<file path="config.mk">
export PLATFORM = sky130hd
export DESIGN_NAME = aes_block_sequencer
export DESIGN_NICKNAME = d
export VERILOG_FILES = /design/src/rtl/aes_acc_pkg.sv /design/src/rtl/aes_word_buffer.sv /design/src/rtl/aes_block_sequencer.sv
export SDC_FILE = /design/constraint.sdc
export NUM_CORES = 1
export LEC_CHECK = 0
export ABC_AREA = 1
export BUFFER_PORTS_ARGS = -buffer_cell sky130_fd_sc_hd__buf_2
export CORE_AREA = 2 2 171 173
export CTS_CLUSTER_SIZE = 12
export DETAILED_ROUTE_END_ITERATION = 10
export DIE_AREA = 0 0 173 175
export PLACE_DENSITY = 0.82
export SYNTH_ARGS = -nofsm -noshare
export SYNTH_HDL_FRONTEND = slang
export SYNTH_SLANG_ARGS = --single-unit
</file>
<file path="constraint.sdc">
create_clock -name hclk -period 5.6 [get_ports hclk]
set_clock_uncertainty 0.1 [all_clocks]
set_input_delay 0.56 -clock hclk [delete_from_list [all_inputs] [get_ports hclk]]
set_output_delay 0.56 -clock hclk [all_outputs]
set_load 0.01 [all_outputs]
</file>
<file path="src/rtl/aes_acc_pkg.sv">
// Shared types and constants for the AES block sequencer.
package aes_acc_pkg;

    localparam int AES_BLOCK_W = 128;
    localparam int WORD_W      = 32;
    localparam int NUM_WORDS   = 4;
    localparam int ADDR_INC    = 4;
    localparam int WIDX_W      = $clog2(NUM_WORDS);

    typedef enum logic [2:0] {
        ST_IDLE,
        ST_READ,
        ST_CIPHER,
        ST_WAIT,
        ST_WRITE,
        ST_FINISH
    } state_t;

    // Bit offset of word slot idx inside a block: word 0 is the most significant.
    function automatic int word_lsb(input int idx);
        return (NUM_WORDS - 1 - idx) * WORD_W;
    endfunction

endpackage

</file>
<file path="src/rtl/aes_word_buffer.sv">
// 4x32 block buffer: word writes while reading plaintext, a 128-bit parallel
// load for the AES result, and both 128-bit and word-indexed read views.
module aes_word_buffer
    import aes_acc_pkg::*;
(
    input  logic                   clk,
    input  logic                   rst,
    input  logic                   wr_en,
    input  logic [WIDX_W-1:0]      wr_idx,
    input  logic [WORD_W-1:0]      wr_data,
    input  logic                   ld_en,
    input  logic [AES_BLOCK_W-1:0] ld_data,
    input  logic [WIDX_W-1:0]      rd_idx,
    output logic [WORD_W-1:0]      rd_data,
    output logic [AES_BLOCK_W-1:0] blk
);

    logic [WORD_W-1:0] mem [NUM_WORDS];

    // Storage update; a parallel load wins over a word write.
    always_ff @(posedge clk) begin
        if (rst) begin
            for (int i = 0; i < NUM_WORDS; i++) mem[i] <= '0;
        end else if (ld_en) begin
            for (int i = 0; i < NUM_WORDS; i++) mem[i] <= ld_data[word_lsb(i) +: WORD_W];
        end else if (wr_en) begin
            mem[wr_idx] <= wr_data;
        end
    end

    // Read views: whole block and the currently indexed word.
    always_comb begin
        blk = '0;
        for (int i = 0; i < NUM_WORDS; i++) blk[word_lsb(i) +: WORD_W] = mem[i];
        rd_data = mem[rd_idx];
    end

endmodule

</file>
<file path="src/rtl/aes_block_sequencer.sv">
// Moves plaintext blocks from memory through the AES core and writes the
// ciphertext back, one 32-bit bus word at a time.
module aes_block_sequencer #(
    parameter int NB_W      = 16,
    parameter int NUM_WORDS = 4
) (
    input  logic            hclk,
    input  logic            hrst,
    input  logic            start,
    input  logic [31:0]     src_addr,
    input  logic [31:0]     dst_addr,
    input  logic [NB_W-1:0] num_blocks,
    output logic            busy,
    output logic            done,
    output logic            error,
    output logic            mst_req,
    output logic            mst_write,
    output logic [31:0]     mst_addr,
    output logic [31:0]     mst_wdata,
    input  logic            mst_ack,
    input  logic            mst_err,
    input  logic [31:0]     mst_rdata,
    output logic            aes_start,
    output logic [127:0]    aes_din,
    input  logic [127:0]    aes_dout,
    input  logic            aes_done
);

    import aes_acc_pkg::*;

    localparam logic [WIDX_W-1:0] LAST_WORD = WIDX_W'(NUM_WORDS - 1);

    state_t            state, state_n;
    logic [31:0]       rd_ptr, wr_ptr;
    logic [NB_W-1:0]   blk_cnt;
    logic [WIDX_W-1:0] wcnt;
    logic              buf_wr, buf_ld;
    logic [WORD_W-1:0] buf_word;
    logic              good_ack, bad_ack;

    assign good_ack = mst_ack && !mst_err;
    assign bad_ack  = mst_ack &&  mst_err;

    aes_word_buffer u_buf (
        .clk     (hclk),
        .rst     (hrst),
        .wr_en   (buf_wr),
        .wr_idx  (wcnt),
        .wr_data (mst_rdata),
        .ld_en   (buf_ld),
        .ld_data (aes_dout),
        .rd_idx  (wcnt),
        .rd_data (buf_word),
        .blk     (aes_din)
    );

    // State register.
    always_ff @(posedge hclk) begin
        if (hrst) state <= ST_IDLE;
        else      state <= state_n;
    end

    // Next state and all state-decoded outputs.
    always_comb begin
        state_n   = state;
        busy      = (state != ST_IDLE);
        done      = 1'b0;
        mst_req   = 1'b0;
        mst_write = 1'b0;
        mst_addr  = '0;
        mst_wdata = '0;
        aes_start = 1'b0;
        buf_wr    = 1'b0;
        buf_ld    = 1'b0;
        case (state)
            ST_IDLE: begin
                if (start) state_n = (num_blocks == '0) ? ST_FINISH : ST_READ;
            end
            ST_READ: begin
                mst_req  = 1'b1;
                mst_addr = rd_ptr;
                buf_wr   = good_ack;
                if (bad_ack)                            state_n = ST_FINISH;
                else if (good_ack && wcnt == LAST_WORD) state_n = ST_CIPHER;
            end
            ST_CIPHER: begin
                aes_start = 1'b1;
                state_n   = ST_WAIT;
            end
            ST_WAIT: begin
                buf_ld = aes_done;
                if (aes_done) state_n = ST_WRITE;
            end
            ST_WRITE: begin
                mst_req   = 1'b1;
                mst_write = 1'b1;
                mst_addr  = wr_ptr;
                mst_wdata = buf_word;
                if (bad_ack) state_n = ST_FINISH;
                else if (good_ack && wcnt == LAST_WORD)
                    state_n = (blk_cnt == NB_W'(1)) ? ST_FINISH : ST_READ;
            end
            ST_FINISH: begin
                done    = 1'b1;
                state_n = ST_IDLE;
            end
            default: state_n = ST_IDLE;
        endcase
    end

    // Job registers: pointers, word/block counters and the sticky error flag.
    // wcnt wraps to 0 on its own after the last word of a block.
    always_ff @(posedge hclk) begin
        if (hrst) begin
            rd_ptr  <= '0;
            wr_ptr  <= '0;
            blk_cnt <= '0;
            wcnt    <= '0;
            error   <= 1'b0;
        end else begin
            case (state)
                ST_IDLE: begin
                    if (start) begin
                        rd_ptr  <= src_addr;
                        wr_ptr  <= dst_addr;
                        blk_cnt <= num_blocks;
                        wcnt    <= '0;
                        error   <= 1'b0;
                    end
                end
                ST_READ: begin
                    if (bad_ack) error <= 1'b1;
                    else if (good_ack) begin
                        rd_ptr <= rd_ptr + 32'(ADDR_INC);
                        wcnt   <= wcnt + 1'b1;
                    end
                end
                ST_WRITE: begin
                    if (bad_ack) error <= 1'b1;
                    else if (good_ack) begin
                        wr_ptr <= wr_ptr + 32'(ADDR_INC);
                        wcnt   <= wcnt + 1'b1;
                        if (wcnt == LAST_WORD) blk_cnt <= blk_cnt - 1'b1;
                    end
                end
                default: ;
            endcase
        end
    end

endmodule

</file>
# == Word level (Yosys, flattened, before mapping) ==
# Memory sizes are Yosys's and may differ from the RTL's. A register that Yosys moved wholly into a read port is not among the register bits.
# Index checks and enable logic that the tools add are counted.
# op_classes
n_reduce_logical,18
n_addsub,4
eq_ne,19
bitwise_logic,4
muxes,55
# op_table
operator,count
$mux 32,12
$pmux 32 s2,3
$add 32x3->32 const B,2
$mux 16,4
$pmux 16 s2,1
$reduce_or 32->1,1
$mux 3,8
$mux 1,18
$eq 16x1->1 const B,1
$logic_not 16->1,1
$ne 2x2->1 const B,8
$reduce_and 4->1,4
$sub 16x1->16 const B,1
$pmux 3 s5,1
$mux 2,6
$eq 3x2->1 const B,2
$eq 3x3->1 const B,2
$ne 3x3->1 const B,2
$reduce_bool 2->1,3
$reduce_and 5->1,1
$ne 2x1->1 const B,2
$or 1x1->1,4
$pmux 2 s2,1
$eq 3x1->1 const B,1
other kinds (9),11
# word_totals
regBits,86
wordCells,107
n_memories,1
ram_bits,128
output_inout_bits,198
# mem_list
name,depth,width,read_ports,rd_clocked_by_memory_dff,write_ports,line,rtl
u_buf.mem,4,32,5,1,4,aes_word_buffer.sv:18,logic [WORD_W-1:0] mem [NUM_WORDS];

# == Depth between registers and ports, before layout ==
# depth
ltp_word,9
mapped_depth,10

# == Modules after synthesis ==
# From an unflattened synthesis, not the netlist that was laid out.
# unflattened
hier_cells,2003
hier_area_um2,13744.4
# by_module_without_submodules
mod,seq_area_each_um2,cells_per_inst,area_per_inst_um2,instances
aes_word_buffer,3843.7,891,7328.3,1
aes_block_sequencer,1721.7,1112,6416.2,1

# == Worst setup path after synthesis ==
# No wires, ideal clock.
# synth_timing
path_kind,input port to flip-flop
from,input port hrst
to,memory u_buf.mem[1][0] (enable)
path_stages,6
t_arrival_ns,2.003
required_ns,5.111
setup_ns,0.389
path_slack_ns,3.107
path_cell_list,buf_2 -> inv_1 -> buf_2 -> nand3_1 -> buf_2 -> nand2_1
# synth_lines
element,line,rtl
from (decl),aes_block_sequencer.sv:8,"input logic hrst,"
to (decl),aes_word_buffer.sv:18,

# == Worst setup path in the final report ==
# layout_timing
from,register state[0]
to,output port mst_addr[17]
# layout_via
elab_chain_cells,2
# layout_rtl
element,line,rtl
from (decl),aes_block_sequencer.sv:33,"state_t state, state_n;"
from (signal assigned),aes_block_sequencer.sv:60,else state <= state_n;
$eq 3x3->1 or $eq 3x1->1 (tied branches),aes_block_sequencer.sv:75,case (state)
$pmux 32 s2 *,aes_block_sequencer.sv:75,
to (decl),aes_block_sequencer.sv:18,"output logic [31:0] mst_addr,"
# Mark *: on every way between the ends. The rest lies on a longest branch, timed or not.

==> summary.md <==
| Metric | Value |
|---|---|
| Outcome | complete, no violations |
| CTS root buffer | clkbuf_16 |
| Synth warnings | 0 |
| Internal reg-to-reg setup slack | 2080 ps |
| Crit end category | output port |
| CTS Hold Bufs | 0 |
| Row Count | 62 |
| Net count after synthesis | 2074 |
| Startpoint type of the worst setup path | register |
| Clk buf depth | 3 |
| Initial antenna violation count | 15 |
| Critical Path Start | state[0]$_SDFFE_PP0P_ |
| Worst setup margin | 1880 ps |
| Achievable Freq | 269 MHz |
| Design area | 16000 sq um |
| Gpl congestion | 1.01 |
| DP HPWL | 37000 um |
| Worst vdd ir | 0.000303 V |
| Buffers on Ports | 443 |
| Post-CTS Resized | 0 |
| Count of endpoints failing setup in the final report | 0 |
| Die Y | 175 um |
| Leak Pwr | 7.65 nW |
| FF-to-FF End | u_buf.mem[3][10]$_DFFE_PP_ |
| HP Class | in -> reg |
| Largest net degree at the start of global routing | 75 |
| Seq/Total Area, Yosys | 43.3% |
| Sequential share of power | 36.7% |
| Post-Synthesis Cells | 1820 |
| Vias per std cell | 5.73 |
| CTS tree | yes |
| Global route total overflow | 0 |
| # Post-CTS Setup Buffers | 0 |
| Switching Fraction | 43.4% |
| Fillers | 2729 |
| Post-synth top area share | 29.7% |
| Num CTS Buffers | 25 |
| Internal power | 3.57 mW |
| Synth area leaders | edfxtp_1 30%, dfxtp_1 14%, nor2_1 9.1% |
| Fin nets | 2452 |
| Clock network power share | 23.5% |
| Slew Limit Fails | 0 |
| P_sw | 2.73 mW |
| Number of remaining DRC errors | 0 |
| Htree depth | 1 |
| Clk slew on worst S/H paths | 60 ps |
| Reg2Reg Depth | 5 |
| WHS Endpoint | wr_ptr[4]$_SDFFE_PP0P_ |
| Max-cap violations | 0 |
| CP Data Arrival Time | 3060 ps |
| Wire per inst | 19.5 um |
| TritonRoute pass-1 iters | 6 |
| Routed wire length | 50800 um |
| Setup Crit Path Kind | reg -> out |
| First-pass GRT wire length | 75300 um |
| Number of global-route vias before repair | 13.7k |
| RSZ-0062 raised after global routing | no |
| Measured slew at the worst slew-check pin | 1140 ps |
| Fraction of layout instances using a drive strength above 1 | 23.5% |
| Final ANT Viol Nets | 0 |
| I/O pin total | 444 |
| Skew-Pair Late Insertion Delay | 520 ps |
| Mapped Area | 12900 sq um |
| WP data required | 4940 ps |
| Area after DPL | 15300 sq um |
| TNS Setup | 0 ps |
| Placed cells | 2555 |
| Die area | 30300 sq um |
| Setup WS pre-CTS | 1930 ps |
| Number of synthesized register bits | 216 |
| Min-delay src | dst_addr[4] |
| Finished Layout Cells | 2608 |
| Area Overhead vs Synth | 23.7% |
| Min cycle time layout | 3720 ps |
| Worst-path fanout max | 64 |
| Count of cell types in the netlist | 38 |
| Initial Util | 45.6% |
| Final period util | 66.5% |
| CORE AREA | 28400 sq um |
| Reg2reg start | state[2]$_SDFFE_PP0P_ |
| CTS sink count | 216 |
| Final hold viol count | 0 |
| Avg Cell Area, Syn | 7.12 sq um |
| Die X | 173 um |
| Slew headroom | 23.6% |
| GRT Util Overall | 31.5% |
| Vias post-DR | 14.9k |
| Yosys top cell by area | edfxtp_1 |
| Hold Crit Depth | 3 |
| Share of power burned in combinational logic | 39.8% |
| Iter 0 DRT Violations | 2129 |
| PwrDens | 394 nW/um^2 |
==> worst max-delay path, stage by stage (launching register included) <==
cell and delay (ps):
dfxtp_1 350, nor2_1 240, nand2_4 460, inv_1 550
buf_4 450, nand2_1 190, o21ai_0 110, buf_2 170
==> worst max-delay path by stage <==
stage,to,cells past startpoint
finish,mst_addr[17],7
global route,mst_addr[2],7
CTS,mst_addr[2],7
detailed placement,u_buf.mem[0][4]$_DFFE_PP_,6
global placement,u_buf.mem[2][4]$_DFFE_PP_,6
floorplan,u_buf.mem[1][0]$_DFFE_PP_,6
==> cells in the mapped netlist, drive strengths merged <==
cell type    n
xor2         4
nor4         1
inv        291
xnor2        1
buf         70
or2          2
a22o         1
a21oi       91
nand3       61
edfxtp     128
nand2      298
dfxtp       88
nor3        20
o21ai      183
clkbuf      31
o22ai      150
nand4       38
clkinv       1
nand3b       3
a31oi       18
nor2       326
ha           8
a211oi       1
a41oi        2
o211ai       3
==> cell usage in the layout, fill, tap and decap left out, drive strengths merged, types with 3 or more instances in the layout <==
cell	n
a21oi	91
a31oi	18
buf	452
clkbuf	29
clkinv	12
dfxtp	88
diode	11
edfxtp	128
ha	8
inv	291
nand2	298
nand3	61
nand3b	3
nand4	38
nor2	326
nor3	20
o211ai	3
o21ai	183
o22ai	150
xor2	4
==> sequential cells by signal, indices dropped and copies added, names as in the netlist, named ones only <==
name       count
state          3
error          1
u_buf.mem    128
wr_ptr        32
blk_cnt       16
wcnt           2
rd_ptr        32
==> through the flow <==
stage / hold WS (ps) / power [mW] / util (%)
after floorplan: 325 / 4.01 / -
after global placement: 336 / 4.70 / 53.8
after detailed placement: 344 / 4.78 / 53.8
after CTS: 189 / 6.25 / 56.3
after global routing: 210 / 6.68 / 56.4
final: 207 / 6.31 / 56.4
==> layout make-up <==
class / instances / area, sq um / share of cell area [%]
multi-input cells: 1211 / 5810 / 36.3
repair buffers: 452 / 2280 / 14.3
diodes: 11 / 27.5 / 0.172
flip-flops and latches: 216 / 5610 / 35.0
clock buffers: 29 / 641 / 4.00
well taps: 384 / 480 / 3.00
inverters: 292 / 1100 / 6.86
clock inverters: 13 / 71.3 / 0.445
==> metal layers <==
metal | up-vias | global-route usage [%] | wire length (um)
met5 | - | 0 | 44
met4 | 6 | 16.7 | 2900
met3 | 183 | 6.88 | 5360
met2 | 1047 | 53.2 | 24000
met1 | 6877 | 37.8 | 18500
li1 | 6828 | - | -
==> power groups by stage <==
stage | Clock (mW) | Combinational [mW] | Sequential, mW
final | 1.48 | 2.51 | 2.32
after global routing | 1.55 | 2.77 | 2.35
after CTS | 1.49 | 2.46 | 2.30
after detailed placement | 0 | 2.45 | 2.33
after global placement | 0 | 2.38 | 2.32
after floorplan | 0 | 1.75 | 2.26
==> cell families (layout without fill, tap and decap cells) <==
kind of cell    count (synthesis)  in the layout  synth area share (%)
compound gates                449            449                  19.2
fa+ha+maj                       8              8                 0.773
flops                         216            216                  43.3
buf+inv                       393            786                  12.2
simple gates                  749            749                  24.1
other cells                     0             11                     0
xor+xnor                        5              5                 0.338
Note: power is estimated with default switching activity, not from simulation.
